### config.mk
export PLATFORM = sky130hd
export DESIGN_NAME = muldiv_unit
export DESIGN_NICKNAME = d
export VERILOG_FILES = /design/src/rtl/muldiv_pkg.sv /design/src/rtl/muldiv_signfix.sv /design/src/rtl/muldiv_unit.sv
export SDC_FILE = /design/constraint.sdc
export NUM_CORES = 1
export LEC_CHECK = 0
export ABC_AREA = 1
export BUFFER_PORTS_ARGS = -buffer_cell sky130_fd_sc_hd__buf_2
export CAP_MARGIN = 20
export CORE_MARGIN = 5
export CORE_UTILIZATION = 26
export CTS_CLUSTER_DIAMETER = 50
export DETAILED_ROUTE_END_ITERATION = 6
export PLACE_DENSITY_LB_ADDON = 0.1
export SETUP_SLACK_MARGIN = 0.05
export SYNTH_ARGS = -nofsm -noshare
export SYNTH_HDL_FRONTEND = slang
export SYNTH_HIERARCHICAL = 1
export SYNTH_SLANG_ARGS = --single-unit
### constraint.sdc
create_clock -name i_clk -period 3 [get_ports i_clk]
set_clock_uncertainty 0.1 [all_clocks]
set_input_delay 0.6 -clock i_clk [delete_from_list [all_inputs] [get_ports i_clk]]
set_output_delay 0.6 -clock i_clk [all_outputs]
set_load 0.03 [all_outputs]
### src/rtl/muldiv_pkg.sv
// Shared encodings and constants for the MIPS multiply/divide unit.
// Op codes, FSM states and the iteration count.
package muldiv_pkg;

  localparam int MD_WIDTH = 32;

  localparam logic [1:0] OP_MULTU = 2'b00;
  localparam logic [1:0] OP_MULT  = 2'b01;
  localparam logic [1:0] OP_DIVU  = 2'b10;
  localparam logic [1:0] OP_DIV   = 2'b11;

  typedef enum logic [1:0] {
    S_IDLE = 2'd0,
    S_CALC = 2'd1,
    S_FIX  = 2'd2
  } state_e;

endpackage

### src/rtl/muldiv_signfix.sv
// Conditional two's-complement negate, used for magnitudes
// and for sign correction of results.
module muldiv_signfix #(
  parameter int W = 32
) (
  input  logic [W-1:0] val_i,
  input  logic         neg_i,
  output logic [W-1:0] res_o
);

  assign res_o = neg_i ? (~val_i + W'(1)) : val_i;

endmodule

### src/rtl/muldiv_unit.sv
// Iterative MIPS MULT/MULTU/DIV/DIVU with architectural HI/LO.
// One bit per cycle; product and remainder:quotient share one register.
module muldiv_unit
  import muldiv_pkg::*;
#(
  parameter int WIDTH = MD_WIDTH
) (
  input  logic             i_clk,
  input  logic             i_rst_n,
  input  logic             i_start,
  input  logic [1:0]       i_op,
  input  logic [WIDTH-1:0] i_opa,
  input  logic [WIDTH-1:0] i_opb,
  input  logic             i_abort,
  input  logic             i_mthi,
  input  logic             i_mtlo,
  input  logic [WIDTH-1:0] i_wdata,
  output logic             o_busy,
  output logic             o_done,
  output logic [WIDTH-1:0] o_hi,
  output logic [WIDTH-1:0] o_lo
);

  localparam int CW = $clog2(WIDTH) + 1;

  state_e             state_q, state_d;
  logic [CW-1:0]      cnt_q, cnt_d;
  logic               div_q, div_d;
  logic               sa_q, sa_d;
  logic               sb_q, sb_d;
  logic               dz_q, dz_d;
  logic [WIDTH-1:0]   b_q, b_d;
  logic [2*WIDTH-1:0] prod_q, prod_d;
  logic [WIDTH-1:0]   hi_q, hi_d;
  logic [WIDTH-1:0]   lo_q, lo_d;
  logic               done_q, done_d;

  logic               sgn;
  logic [WIDTH-1:0]   mag_a, mag_b;
  logic [2*WIDTH-1:0] pfix;
  logic [WIDTH-1:0]   qfix, rfix;

  assign sgn = i_op[0];

  muldiv_signfix #(.W(WIDTH)) u_mag_a (
    .val_i(i_opa), .neg_i(sgn & i_opa[WIDTH-1]), .res_o(mag_a)
  );
  muldiv_signfix #(.W(WIDTH)) u_mag_b (
    .val_i(i_opb), .neg_i(sgn & i_opb[WIDTH-1]), .res_o(mag_b)
  );
  muldiv_signfix #(.W(2*WIDTH)) u_fix_p (
    .val_i(prod_q), .neg_i(sa_q ^ sb_q), .res_o(pfix)
  );
  muldiv_signfix #(.W(WIDTH)) u_fix_q (
    .val_i(prod_q[WIDTH-1:0]), .neg_i(sa_q ^ sb_q), .res_o(qfix)
  );
  muldiv_signfix #(.W(WIDTH)) u_fix_r (
    .val_i(prod_q[2*WIDTH-1:WIDTH]), .neg_i(sa_q), .res_o(rfix)
  );

  logic [WIDTH:0]     madd, dsh, dsub;
  logic               ge;
  logic [2*WIDTH-1:0] mul_nx, div_nx;

  // Shift-add multiply: accumulate in the upper half, shift right.
  assign madd   = {1'b0, prod_q[2*WIDTH-1:WIDTH]}
                + {1'b0, (prod_q[0] ? b_q : '0)};
  assign mul_nx = {madd, prod_q[WIDTH-1:1]};

  // Restoring divide: remainder on top, quotient bits shift in below.
  assign dsh    = prod_q[2*WIDTH-1:WIDTH-1];
  assign ge     = dsh >= {1'b0, b_q};
  assign dsub   = dsh - {1'b0, b_q};
  assign div_nx = {(ge ? dsub[WIDTH-1:0] : dsh[WIDTH-1:0]),
                   prod_q[WIDTH-2:0], ge};

  always_comb begin
    state_d = state_q;
    cnt_d   = cnt_q;
    div_d   = div_q;
    sa_d    = sa_q;
    sb_d    = sb_q;
    dz_d    = dz_q;
    b_d     = b_q;
    prod_d  = prod_q;
    hi_d    = hi_q;
    lo_d    = lo_q;
    done_d  = 1'b0;
    unique case (state_q)
      S_IDLE: begin
        if (i_start) begin
          state_d = S_CALC;
          cnt_d   = '0;
          div_d   = i_op[1];
          sa_d    = sgn & i_opa[WIDTH-1];
          sb_d    = sgn & i_opb[WIDTH-1];
          dz_d    = i_op[1] & (i_opb == '0);
          b_d     = mag_b;
          prod_d  = {{WIDTH{1'b0}}, mag_a};
        end else begin
          if (i_mthi) hi_d = i_wdata;
          if (i_mtlo) lo_d = i_wdata;
        end
      end
      S_CALC: begin
        if (i_abort) begin
          state_d = S_IDLE;
        end else begin
          prod_d = div_q ? div_nx : mul_nx;
          cnt_d  = cnt_q + 1'b1;
          if (cnt_q == CW'(WIDTH - 1)) state_d = S_FIX;
        end
      end
      S_FIX: begin
        state_d = S_IDLE;
        if (!i_abort) begin
          done_d = 1'b1;
          // With a zero divisor the remainder already equals the dividend.
          if (div_q) begin
            hi_d = rfix;
            lo_d = dz_q ? '1 : qfix;
          end else begin
            {hi_d, lo_d} = pfix;
          end
        end
      end
      default: state_d = S_IDLE;
    endcase
  end

  always_ff @(posedge i_clk or negedge i_rst_n) begin
    if (!i_rst_n) begin
      state_q <= S_IDLE;
      cnt_q   <= '0;
      div_q   <= 1'b0;
      sa_q    <= 1'b0;
      sb_q    <= 1'b0;
      dz_q    <= 1'b0;
      b_q     <= '0;
      prod_q  <= '0;
      hi_q    <= '0;
      lo_q    <= '0;
      done_q  <= 1'b0;
    end else begin
      state_q <= state_d;
      cnt_q   <= cnt_d;
      div_q   <= div_d;
      sa_q    <= sa_d;
      sb_q    <= sb_d;
      dz_q    <= dz_d;
      b_q     <= b_d;
      prod_q  <= prod_d;
      hi_q    <= hi_d;
      lo_q    <= lo_d;
      done_q  <= done_d;
    end
  end

  assign o_busy = (state_q != S_IDLE);
  assign o_done = done_q;
  assign o_hi   = hi_q;
  assign o_lo   = lo_q;

endmodule

==> results by stage, run 1 <==
Status:
- The flow ran to the end, and the final reports show no timing, DRC or antenna violations.

Logic synthesis:
- The fraction of registers with async set or reset after synthesis is 100%.
- Sequential cells were found to cover 20.9% of the synthesized design area.
- The synthesized netlist cell count is 3554.
- In this run, synthesis produced a sequential element count of 173.
- The average instance in the mapped netlist occupies 5.83 um^2.
- The cell area after synthesis is 20700 um^2.
- Counting flops with a built-in enable in the synthesized netlist gives 0.
- The Yosys step of the flow raised 6 warnings.
- The commonest register cell after synthesis is sky130_fd_sc_hd__dfrtp_1.
- When the netlist entered floorplanning its net count stood at 3730.
- The synthesized netlist contains 51 unique library cells.

STA:
- Setup repair after global routing left no endpoint under its margin.
- The relative max-transition margin is 47.7%.
- Derived from the worst setup path, the maximum achievable clock frequency is 0.353 GHz.
- The number of failing hold endpoints at the final stage came to 0.
- The number of max-slew violations in the final report came to 0.
- The minimum period implied by the final worst setup slack is 2.84 ns.
- The worst path uses 94.5% of the clock period.
- The transition time at the pin with the least slew margin is 0.784 ns.
- Setup violations remaining at the end of the flow were counted as 0.

Pwr:
- Internal power comes to 11.9 mW.
- The power spent charging and discharging nets is 18.4 mW.
- The share of total power in sequential cells is 16.0%.
- Net switching is 60.6% of the power.
- The clock network is responsible for 7.9% of the overall power.
- Power spread over the standard cell area amounts to 1260 nW/um^2.
- The leakage component of the power is 12.1 nW.
- The share of total power dissipated in combinational logic is 76.1%.
- Across the VDD grid, the largest voltage drop is 0.000473 V.

Setup path:
- The delay of the slowest cell on the worst path is 0.41 ns.
- The worst reg2reg path depth is 15.
- The highest fanout seen on the critical path is 32.
- Walking the worst path, the cells encountered are buf_12 > nand2_1 > inv_1 > ha_1 > nand2_1 > nor2_2 > nand3_1 > nand3_2 > nand2_1 > nand2_1 > nand2_1 > nand3_1 > nand3_1 > nand3_1 > nand2_1.
- The type of destination of the critical path is a register.
- The most used cell along the critical path is sky130_fd_sc_hd__nand2_1.
- The arrival time reported for the critical path endpoint is 3.12 ns.
- Data on the critical path is required at its endpoint by 3.29 ns.
- The critical path class is register to register.
- The critical path launch point type is a register.
- The cell with the largest stage delay on the worst path is sky130_fd_sc_hd__dfrtp_1.

Die:
- For this configuration, the core starts out at a cell density of 26.2%.
- In this run the standard cell core region covers 79000 um^2.
- 170 I/O pins were placed.
- The chip height is 292 um.
- The floorplan step defined a die boundary enclosing 85500 um^2.
- The floorplan has 103 rows.
- Measured along the x axis, the die boundary spans 292 um.

Clock network:
- The clock edge transition at the registers on the reported setup and hold paths is 0.07 ns.
- The number of buffers inserted for hold repair after clock tree synthesis is 0.
- The root buffer selected by CTS is sky130_fd_sc_hd__clkbuf_16.
- TritonCTS built the clock tree.
- The H-tree generated during clock tree synthesis spans 4 levels.
- The clock latency of the later-clocked register in the worst-skew pair is 0.49 ns.
- The largest buffer count on any clock path is 2.
- Counting every sink on the clock net gives 173.
- In this run, CTS created clock tree buffers numbering 17.

Layout:
- The number of nets in the layout is 3916.
- The fraction of layout instances using a drive strength above 1 is 13.1%.
- The number of antenna diodes in the final layout is 0.
- Leaving out filler cells and counting taps, the final layout contains 4802.
- Leaving out fill and tap cells, the most frequent cells in the layout are 1165 x sky130_fd_sc_hd__nand2_1, 478 x sky130_fd_sc_hd__nor2_1, 441 x sky130_fd_sc_hd__inv_1.
- The leading cell type in the layout, fill and taps excluded is sky130_fd_sc_hd__nand2_1.
- After routing the design area is 24000 um^2.
- The synthesis-to-layout area growth is 15.7%.
- At the end of the flow the core is filled with cells to 30.4%.

Flow run:
- The reported max-cap violation count is 0.

Detailed routing:
- Detailed routing inserted a total of 23.0k vias.
- The violation count after the first detailed-routing iteration is 1622.
- For this block, the routed nets add up to 93.2 mm of wire.
- The post-detailed-route wirelength per cell is 19.4 um.
- After detailed routing, the number of vias per cell comes to 4.79.
- The detail route stage leaves a number of antenna-violating nets equal to 0.
- The detailed-route DRC error count is 0.
- The iteration count of the initial detailed-routing pass is 6.

GRT:
- The met2 capacity usage during global routing is 33.3%.
- The global-route wire length before repair is 140 mm.
- The aggregate global routing overflow is 0.
- The busiest layer in global routing is met2.
- The initial antenna violation count was 0.
- The via count of the first global-routing pass was 22.0k.
- The largest net degree at the start of global routing is 96.
- Global routing consumed, on the met3 layer, 2.06% of the routing resources.
- Across every metal layer, demand over resource in global routing totals 21.2%.
- The met1 global-route usage is 31.6%.

Place:
- The placed instances occupy a cell area of 23400 um^2.
- The count of buffers added on input and output ports is 169.
- At the end of routability-driven placement, the weighted congestion stood at 0.914.
- Once placement completed, the tool counted placed cells totaling 4769.
- Summed over all nets, the half-perimeter wirelength after detailed placement is 76.2 mm.

Hold path:
- The class of the most critical hold timing path is primary input to async pin.
## final timing paths
path / from / to / slack (ns)
hold / removal: i_rst_n / o_hi[22] / 0.03
setup reg to reg: prod_q[0] / prod_q[60] / 0.16
max in group asynchronous: i_rst_n / o_lo[25] / 2.07
setup / recovery: prod_q[0] / prod_q[60] / 0.16
min in group i_clk: i_opb[0] / b_q[0] / 0.28
hold reg to reg: cnt_q[5] / cnt_q[5] / 0.37
## registers in the layout, summed over array words and instances, names as in the netlist
signal   count
sb_q         1
o_hi        32
dz_q         1
cnt_q        6
state_q      2
b_q         32
div_q        1
prod_q      64
o_lo        32
sa_q         1
o_done       1
## critical path, delay by kind of cell (launching register included)
| family | cells | cell delay (ns) |
|---|---|---|
| fa+ha+maj | 1 | 0.37 |
| buf+inv | 2 | 0.24 |
| flops | 1 | 0.41 |
| simple gates | 12 | 1.58 |
## per-layer routing
layer / part of all wire (%) / up-vias
met5: 0 / -
met4: 1.8 / 0
met3: 3.5 / 61
met2: 44 / 505
met1: 51 / 10700
li1: - / 11700
## repair_timing
item,in CTS,in global routing
setup buffers,0,2
pin swaps,0,1
setup endpoints to repair,1,2
gates resized for setup,1,2
## power groups by stage
stage	logic [mW]	clock network, mW	registers, mW
floorplan	14.6	0	5.46
global placement	23.0	0	4.87
detailed placement	22.8	0	4.86
CTS	23.0	2.45	4.81
global route	25.7	2.53	4.99
finish	23.1	2.38	4.86
## synth_stat cells (all sizes together) (2+ instances only)
cell	instances	area [um^2]
o21a	36	270
a21boi	2	15.0
o221ai	32	280
nand2	1202	4660
nand4	52	325
nor4	10	62.6
clkbuf	56	210
o21bai	11	86.3
dfrtp	173	4330
nand3b	18	135
and2	3	18.8
a31oi	35	219
nor2	572	2660
fa	2	40.0
o21ai	203	1120
xor2	50	445
buf	55	318
xnor2	54	473
o211ai	12	90.1
or2	4	25.0
a22oi	19	143
nor3	14	70.1
inv	460	1750
a21oi	158	798
nand3	247	1290
ha	70	876
## through the flow
| stage | total power [mW] | worst slack [ns] | setup TNS [ns] | hold WS [ns] |
|---|---|---|---|---|
| after floorplan | 20.0 | 0.214 | 0 | 0.204 |
| after global placement | 27.9 | -0.0152 | -0.0152 | 0.361 |
| after detailed placement | 27.7 | -0.0167 | -0.0167 | 0.362 |
| after CTS | 30.2 | 0.0768 | 0 | 0.0402 |
| after global routing | 33.2 | 0.0504 | 0 | 0.0753 |
| final | 30.3 | 0.165 | 0 | 0.0344 |
## layout make-up
class,count,area [um^2]
fill,9168,55000
multi-input combinational,2809,14200
sequential,173,4330
timing repair buffer,278,1820
inverter,461,1750
tap,1050,1310
clock buffer,17,425
clock inverter,14,158
## logic make-up (layout without fill, tap and decap cells)
group | count (synthesis) | in the layout | synth area share (%)
AND/OR/NAND/NOR | 2122 | 2122 | 44.6
adder cells (fa/ha/maj) | 72 | 72 | 4.42
buffers and inverters | 572 | 770 | 11.0
AO/OA/AOI/OAI | 511 | 511 | 14.7
flip-flops | 173 | 173 | 20.9
XOR/XNOR | 104 | 104 | 4.43
Note: power is estimated with default switching activity, not from simulation.
==> run 2: changes to the inputs <==
Clock period 3 ns to 3.2 ns, I/O delays scaled along.
==> run 2 against run 1 <==
Count of clock-buffer cells in the layout grew 2; cell count shrank 0.69%; non-clock buffer count shrank 34; sequential power shrank 4.7%; register-to-register slack gained 0.14 ns; combinational power shrank 8%; hold slack gained 0.27 ns; die area is the same; largest cell class unchanged.
==> results by stage, run 2 (synthesis results as in run 1) <==
Setup path:
- The critical path launch point type is a register.
- The critical path class is register to register.
- The arrival time reported for the critical path endpoint was 3.18 ns (+0.06 ns).
- The worst reg2reg path depth was 16 (+1).
- The highest fanout seen on the critical path is 30 (-6.3%).
- The type of destination of the critical path is a register.
- The required time at the worst-slack endpoint came to 3.48 ns (+0.19 ns).

STA:
- The number of max-slew violations in the final report is 0 (unchanged).
- Setup repair after global routing left no endpoint under its margin.
- The transition time at the pin with the least slew margin is 0.781 ns (-0.00318 ns).
- The final worst slack is 0.303 ns (+0.138 ns).
- The fraction of the cycle the final worst path needs is 90.5% (-4.0 points).
- The worst hold slack after final layout came to 0.302 ns (+0.268 ns).
- The highest clock frequency the design can meet is 0.345 GHz (-2.1%).
- The minimum period implied by the final worst setup slack is 2.90 ns (+0.0620 ns).
- The total of endpoints with negative setup slack in the final report is 0 (unchanged).
- The relative max-transition margin is 47.9% (+0.21 points).
- The final total negative setup slack is 0 ns (unchanged).
- The number of failing hold endpoints at the final stage was 0 (unchanged).

Place:
- The post-placement worst setup slack is 0.166 ns (+0.183 ns).
- The number of port buffers is 169 (unchanged).
- The half-perimeter wire length after placement was 76.6 mm (+0.52%).
- The last weighted congestion value of the routability-driven placer is 0.916 (+0.23%).

GRT:
- The initial antenna violation count is 0 (unchanged).
- The via count of the first global-routing pass is 21.8k (-0.74%).
- The largest net degree at the start of global routing is 113 (+18%).
- The aggregate global routing overflow came to 0 (unchanged).
- The total routing usage reported by global routing is 21.2% (about the same).
- The global-route wire length before repair is 139 mm (-0.22%).

Layout:
- The number of nets in the layout is 3882 (-0.87%).
- The library cell used most frequently in the layout, excluding fill and tap cells, is sky130_fd_sc_hd__nand2_1.
- The fraction of layout instances using a drive strength above 1 is 12.2% (-0.85 points).
- The final antenna diode count is 0 (unchanged).
- The register name with the most flops is prod_q.
- The top cell types in the final layout, fill and taps aside, are 1165 x sky130_fd_sc_hd__nand2_1, 478 x sky130_fd_sc_hd__nor2_1, 441 x sky130_fd_sc_hd__inv_1.
- The number of flip-flops under the largest register name is 64 (unchanged).
- Relative to the synthesized area, the layout overhead comes to 14.2%.
- The post-layout utilization of the core is 30.0% (-0.39 points).

Pwr:
- The worst supply voltage drop on vdd is 0.000513 V (+8.4%).
- The ratio of total power to cell area is 1190 nW/um^2 (-5.7%).
- The leakage component of the power is 11.9 nW (-1.6%).

Status:
- The run finished with clean final reports.

Detailed routing:
- The iteration count of the initial detailed-routing pass is 5 (-1).
- The total routed wirelength is 93.4 mm (+0.20%).
- The routed via count is 22.8k (-0.76%).
- The antenna violation net count after detailed routing is 0 (unchanged).
- The via density per instance is 4.78 (about the same).
- The violation count after the first detailed-routing iteration is 1600 (-1.4%).
- The detailed-route DRC error count is 0 (unchanged).
- The post-detailed-route wirelength per cell was 19.6 um (+0.90%).

Clock network:
- TritonCTS built the clock tree.
- The clock latency of the later-clocked register in the worst-skew pair is 0.50 ns (about the same).
- The largest buffer count on any clock path is 2 (unchanged).
- The number of H-tree levels is 4 (unchanged).
- The clock sink count is 173 (unchanged).
- The number of clock buffers inserted by TritonCTS is 17 (unchanged).
- The post-CTS setup-driven buffer insertion count is 0 (unchanged).
- The tree is rooted in a sky130_fd_sc_hd__clkbuf_16.
- The clock edge transition at the registers on the reported setup and hold paths came to 0.08 ns (about the same).

Die:
- The chip height is 292 um (unchanged).
- The core area is 79000 um^2 (unchanged).
- The I/O pin count is 170 (unchanged).
- The total number of placement rows is 103 (unchanged).
- The area of the die came to 85500 um^2 (unchanged).
- The initial core utilization is 26.2% (unchanged).
- The die outline width is 292 um (unchanged).

Hold path:
- The min-delay analysis places its worst path in the category primary input to register.
- The number of cells traversed by the worst hold path is 3.

Flow run:
- The reported max-cap violation count is 0 (unchanged).
## run 2: cell count changes in the layout (fill, tap and decap cells not counted), sizes merged
cell	change
buf	-35
clkbuf	+2
clkinv	-2
bufinv	+1
clkinvlp	-1
dlygate4sd3	+1
inv	+1
## run 2: metrics by stage
step | cell area, um^2 | cells | total power [mW]
detailed placement | 23000 | 4736 | 25.7
global route | 23700 | 4769 | 30.8
CTS | 23700 | 4769 | 28.2
floorplan | 20700 | 3554 | 18.8
finish | 23700 | 4769 | 28.2
global placement | 23000 | 4736 | 25.8
## run 2: final timing paths
check / end / slack [ns] / startpoint
max in group asynchronous: b_q[18] / 1.72 / i_rst_n
min: div_q / 0.30 / i_op[1]
max: prod_q[60] / 0.30 / prod_q[0]
min in group asynchronous: o_hi[27] / 0.53 / i_rst_n
max reg2reg: prod_q[60] / 0.30 / prod_q[0]
min reg2reg: cnt_q[5] / 0.36 / cnt_q[5]
## run 2: final cells by class
cell class | instances | area, um^2
timing repair buffer | 244 | 1490
sequential | 173 | 4330
clock inverter | 13 | 175
multi-input combinational | 2809 | 14200
clock buffer | 19 | 443
inverter | 461 | 1750
tap | 1050 | 1310
fill | 9100 | 55300
## run 2: per-layer routing
| metal | vias up | GRT usage [%] | share of wire (%) |
|---|---|---|---|
| li1 | 11600 | - | - |
| met1 | 10600 | 31.2 | 50 |
| met2 | 538 | 33.1 | 44 |
| met3 | 75 | 2.60 | 4.3 |
| met4 | 0 | 4.77 | 1.9 |
| met5 | - | 0 | 0 |
## run 2: worst max-delay path, cell delays in order, from the launching register on
cell	delay, ns
sky130_fd_sc_hd__dfrtp_1	0.40
sky130_fd_sc_hd__buf_8	0.25
sky130_fd_sc_hd__nand2_1	0.11
sky130_fd_sc_hd__inv_1	0.11
sky130_fd_sc_hd__ha_1	0.29
sky130_fd_sc_hd__nand2_1	0.15
sky130_fd_sc_hd__inv_1	0.05
sky130_fd_sc_hd__a21oi_1	0.21
sky130_fd_sc_hd__nand3_1	0.23
sky130_fd_sc_hd__nand2_1	0.13
sky130_fd_sc_hd__nand2_1	0.11
sky130_fd_sc_hd__nand2_1	0.15
sky130_fd_sc_hd__nand2_1	0.07
sky130_fd_sc_hd__nand2_1	0.05
sky130_fd_sc_hd__nand3_1	0.15
sky130_fd_sc_hd__nand3_1	0.16
sky130_fd_sc_hd__nand2_1	0.05
## run 2: repair_timing
item,4_1_cts,5_1_grt
hold buffers,1,0
endpoints found under the hold margin,27,0
gates resized for setup,0,3
endpoints found under the setup margin,0,2
## run 2: power by group
group          internal [mW]  total [mW]  switching, mW
sequential              3.19        4.63           1.44
clock                   1.27        2.36           1.09
combinational           6.51        21.2           14.7
==> run 3: changes to the inputs <==
Settings changed: CTS_BUF_LIST from default to sky130_fd_sc_hd__clkbuf_4.
Clock period 3.2 ns to 3.3 ns, I/O delays scaled along.
==> run 3 against run 2 <==
Worst setup slack better by 0.019 ns; power shrank 6.6%; wire length shrank 0.65%; die area unchanged; hold slack got worse by 0.15 ns; first-iteration DRC count rose by 0.63%.
==> results by stage, run 3 (synthesis results as in run 1) <==
Setup path:
- The delay of the slowest cell on the worst path is 0.43 ns (+0.03 ns).
- The highest fanout seen on the critical path is 18 (-40%).
- In this design, the critical path's most frequently occurring cell is sky130_fd_sc_hd__nand2_1.
- The type of destination of the critical path is a register.
- The kind of cell with the highest combined delay along the critical path is simple AND/OR/NAND/NOR gates.
- The critical path class is register to register.
- The cell with the largest stage delay on the worst path is sky130_fd_sc_hd__dfrtp_1.
- The number of buffer and inverter stages on the critical path is 2 (-1).
- Traced cell by cell, the critical path runs through buf_4 > nand2_1 > inv_1 > ha_1 > nand2_1 > nor2_1 > nand3_1 > nand3_1 > nand2_1 > nand2_1 > nand2_1 > nand3_1 > nand3_1 > nand3_1 > nand2_1.
- The critical path launch point type is a register.
- The required time at the worst-slack endpoint was 3.85 ns (+0.37 ns).
- The arrival time reported for the critical path endpoint was 3.53 ns (+0.35 ns).
- The reg2reg setup slack is 0.32 ns (+0.02 ns).

Pwr:
- The clock network fraction of total power is 5.0% (-3.4 points).
- The ratio of total power to cell area is 1120 nW/um^2 (-5.9%).
- The share of power burned in combinational logic is 78.1% (+2.9 points).
- The worst supply voltage drop on vdd is 0.000461 V (-10%).
- The switching share of power was 62.9% (+1.8 points).
- The share of total power in sequential cells is 16.9% (+0.5 points).
- The power spent charging and discharging nets is 16.6 mW (-3.8%).
- The internal cell power came to 9.77 mW (-11%).
- The leakage component of the power is 11.8 nW (-0.72%).

STA:
- The highest clock frequency the design can meet is 0.336 GHz (-2.7%).
- Setup repair after global routing left no endpoint under its margin.
- The minimum period implied by the final worst setup slack is 2.98 ns (+0.0815 ns).
- The number of max-slew violations in the final report was 0 (unchanged).
- The final total negative setup slack is 0 ns (unchanged).
- The fraction of the cycle the final worst path needs is 90.3% (-0.27 points).
- The relative max-transition margin is 35.9% (-12 points).
- The worst hold slack after final layout is 0.150 ns (-0.153 ns).
- The number of failing hold endpoints at the final stage is 0 (unchanged).
- The total of endpoints with negative setup slack in the final report came to 0 (unchanged).
- The transition time at the pin with the least slew margin is 0.962 ns (+0.181 ns).

Flow run:
- The reported max-cap violation count is 0 (unchanged).

Detailed routing:
- The post-detailed-route wirelength per cell is 19.4 um (-1.1%).
- The antenna violation net count after detailed routing is 0 (unchanged).
- The iteration count of the initial detailed-routing pass came to 5 (unchanged).
- The via density per instance was 4.76 (-0.52%).
- The violation count after the first detailed-routing iteration was 1610 (+0.63%).
- The total routed wirelength is 92.8 mm (-0.65%).
- The detailed-route DRC error count was 0 (unchanged).
- The routed via count was 22.8k (-0.079%).

Place:
- The number of port buffers was 169 (unchanged).
- The cell total after placement is 4743 (+0.15%).
- The instance area after placement is 23100 um^2 (+0.23%).
- The half-perimeter wire length after placement is 76.7 mm (about the same).
- The last weighted congestion value of the routability-driven placer is 0.901 (-1.6%).

GRT:
- The via count of the first global-routing pass is 21.6k (-0.94%).
- The total routing usage reported by global routing came to 21.0% (-0.14 points).
- The largest net degree at the start of global routing is 72 (-36%).
- The aggregate global routing overflow was 0 (unchanged).
- The global-route wire length before repair came to 138 mm (-0.72%).
- The initial antenna violation count was 2 (+2).

Die:
- The die outline width was 292 um (unchanged).
- The chip height is 292 um (unchanged).
- The total number of placement rows is 103 (unchanged).
- The area of the die is 85500 um^2 (unchanged).
- The core area is 79000 um^2 (unchanged).
- The initial core utilization is 26.2% (unchanged).
- The I/O pin count was 170 (unchanged).

Layout:
- The total non-filler cell area in the finished layout was 23500 um^2 (-0.79%).
- The register name with the most flops is prod_q.
- The fraction of layout instances using a drive strength above 1 is 12.4% (+0.13 points).
- The filler-free cell count of the finished design is 4790 (+0.44%).
- From synthesis to final layout, the design area changed by 13.3%.
- The leading cell type in the layout, fill and taps excluded is sky130_fd_sc_hd__nand2_1.
- The number of nets in the layout is 3899 (+0.44%).
- The top cell types in the final layout, fill and taps aside, are 1165 x sky130_fd_sc_hd__nand2_1, 479 x sky130_fd_sc_hd__nor2_1, 441 x sky130_fd_sc_hd__inv_1.
- The number of flip-flops under the largest register name came to 64 (unchanged).

Hold path:
- The min-delay analysis places its worst path in the category primary input to register.

Clock network:
- The clock edge transition at the registers on the reported setup and hold paths is 0.20 ns (+0.12 ns).
- The clock tree from TritonCTS is yes.
- The post-CTS setup-driven buffer insertion count is 0 (unchanged).
- The largest buffer count on any clock path is 2 (unchanged).
- The clock sink count came to 173 (unchanged).
- The number of H-tree levels is 4 (unchanged).
- The number of resized instances in the post-cts repair step is 0 (unchanged).
- The clock latency of the later-clocked register in the worst-skew pair was 0.74 ns (+0.24 ns).
- The root buffer selected by CTS is sky130_fd_sc_hd__clkbuf_4.
- The number of buffers inserted for hold repair after clock tree synthesis is 11 (+10).
- The number of clock buffers inserted by TritonCTS came to 17 (unchanged).

Status:
- The run finished with clean final reports.
run 3: power by group through the flow:
| stage | clock network (mW) | logic (mW) | registers (mW) |
|---|---|---|---|
| floorplan | 0 | 13.3 | 4.96 |
| global placement | 0 | 20.6 | 4.49 |
| detailed placement | 0 | 20.4 | 4.48 |
| CTS | 1.42 | 20.5 | 4.42 |
| global route | 1.46 | 22.9 | 4.58 |
| finish | 1.32 | 20.6 | 4.45 |
run 3: layer usage:
| metal | global-route usage (%) | wire, um | part of all wire [%] | up-vias |
|---|---|---|---|---|
| met1 | 31.2 | 46300 | 50 | 10500 |
| met4 | 4.18 | 1270 | 1.4 | 0 |
| li1 | - | - | - | 11700 |
| met5 | 0 | 0 | 0 | - |
| met3 | 2.00 | 3750 | 4.0 | 45 |
| met2 | 33.3 | 41400 | 45 | 498 |
run 3: worst paths after layout:
| kind | startpoint | to | depth (start not counted) |
|---|---|---|---|
| min in group asynchronous | i_rst_n | o_hi[22] | 2 |
| min | i_wdata[4] | o_lo[4] | 3 |
| max reg2reg | prod_q[0] | prod_q[60] | 15 |
| max in group asynchronous | i_rst_n | b_q[17] | 3 |
| min reg2reg | cnt_q[5] | cnt_q[5] | 1 |
| max | prod_q[0] | prod_q[60] | 15 |
run 3: area by class of cell:
cell class / count / area, um^2
Multi-Input combinational cell: 2809 / 14200
Clock buffer: 17 / 128
Inverter: 461 / 1750
Timing Repair Buffer: 261 / 1640
Sequential cell: 173 / 4330
Antenna cell: 4 / 10.0
Tap cell: 1050 / 1310
Fill cell: 9234 / 55500
Clock inverter: 15 / 150
run 3: tightest hold or removal path: stages:
cell                      delay [ns]
sky130_fd_sc_hd__buf_2          0.10
sky130_fd_sc_hd__nand2_1        0.14
sky130_fd_sc_hd__a31oi_1        0.10
run 3: stage by stage:
step                setup WS (ns)  power (mW)  utilization (%)
floorplan                   0.514        18.2                -
global placement            0.221        25.1             29.2
detailed placement          0.305        24.9             29.2
CTS                         0.290        26.4             29.7
global route                0.129        29.0             29.7
finish                      0.321        26.3             29.7
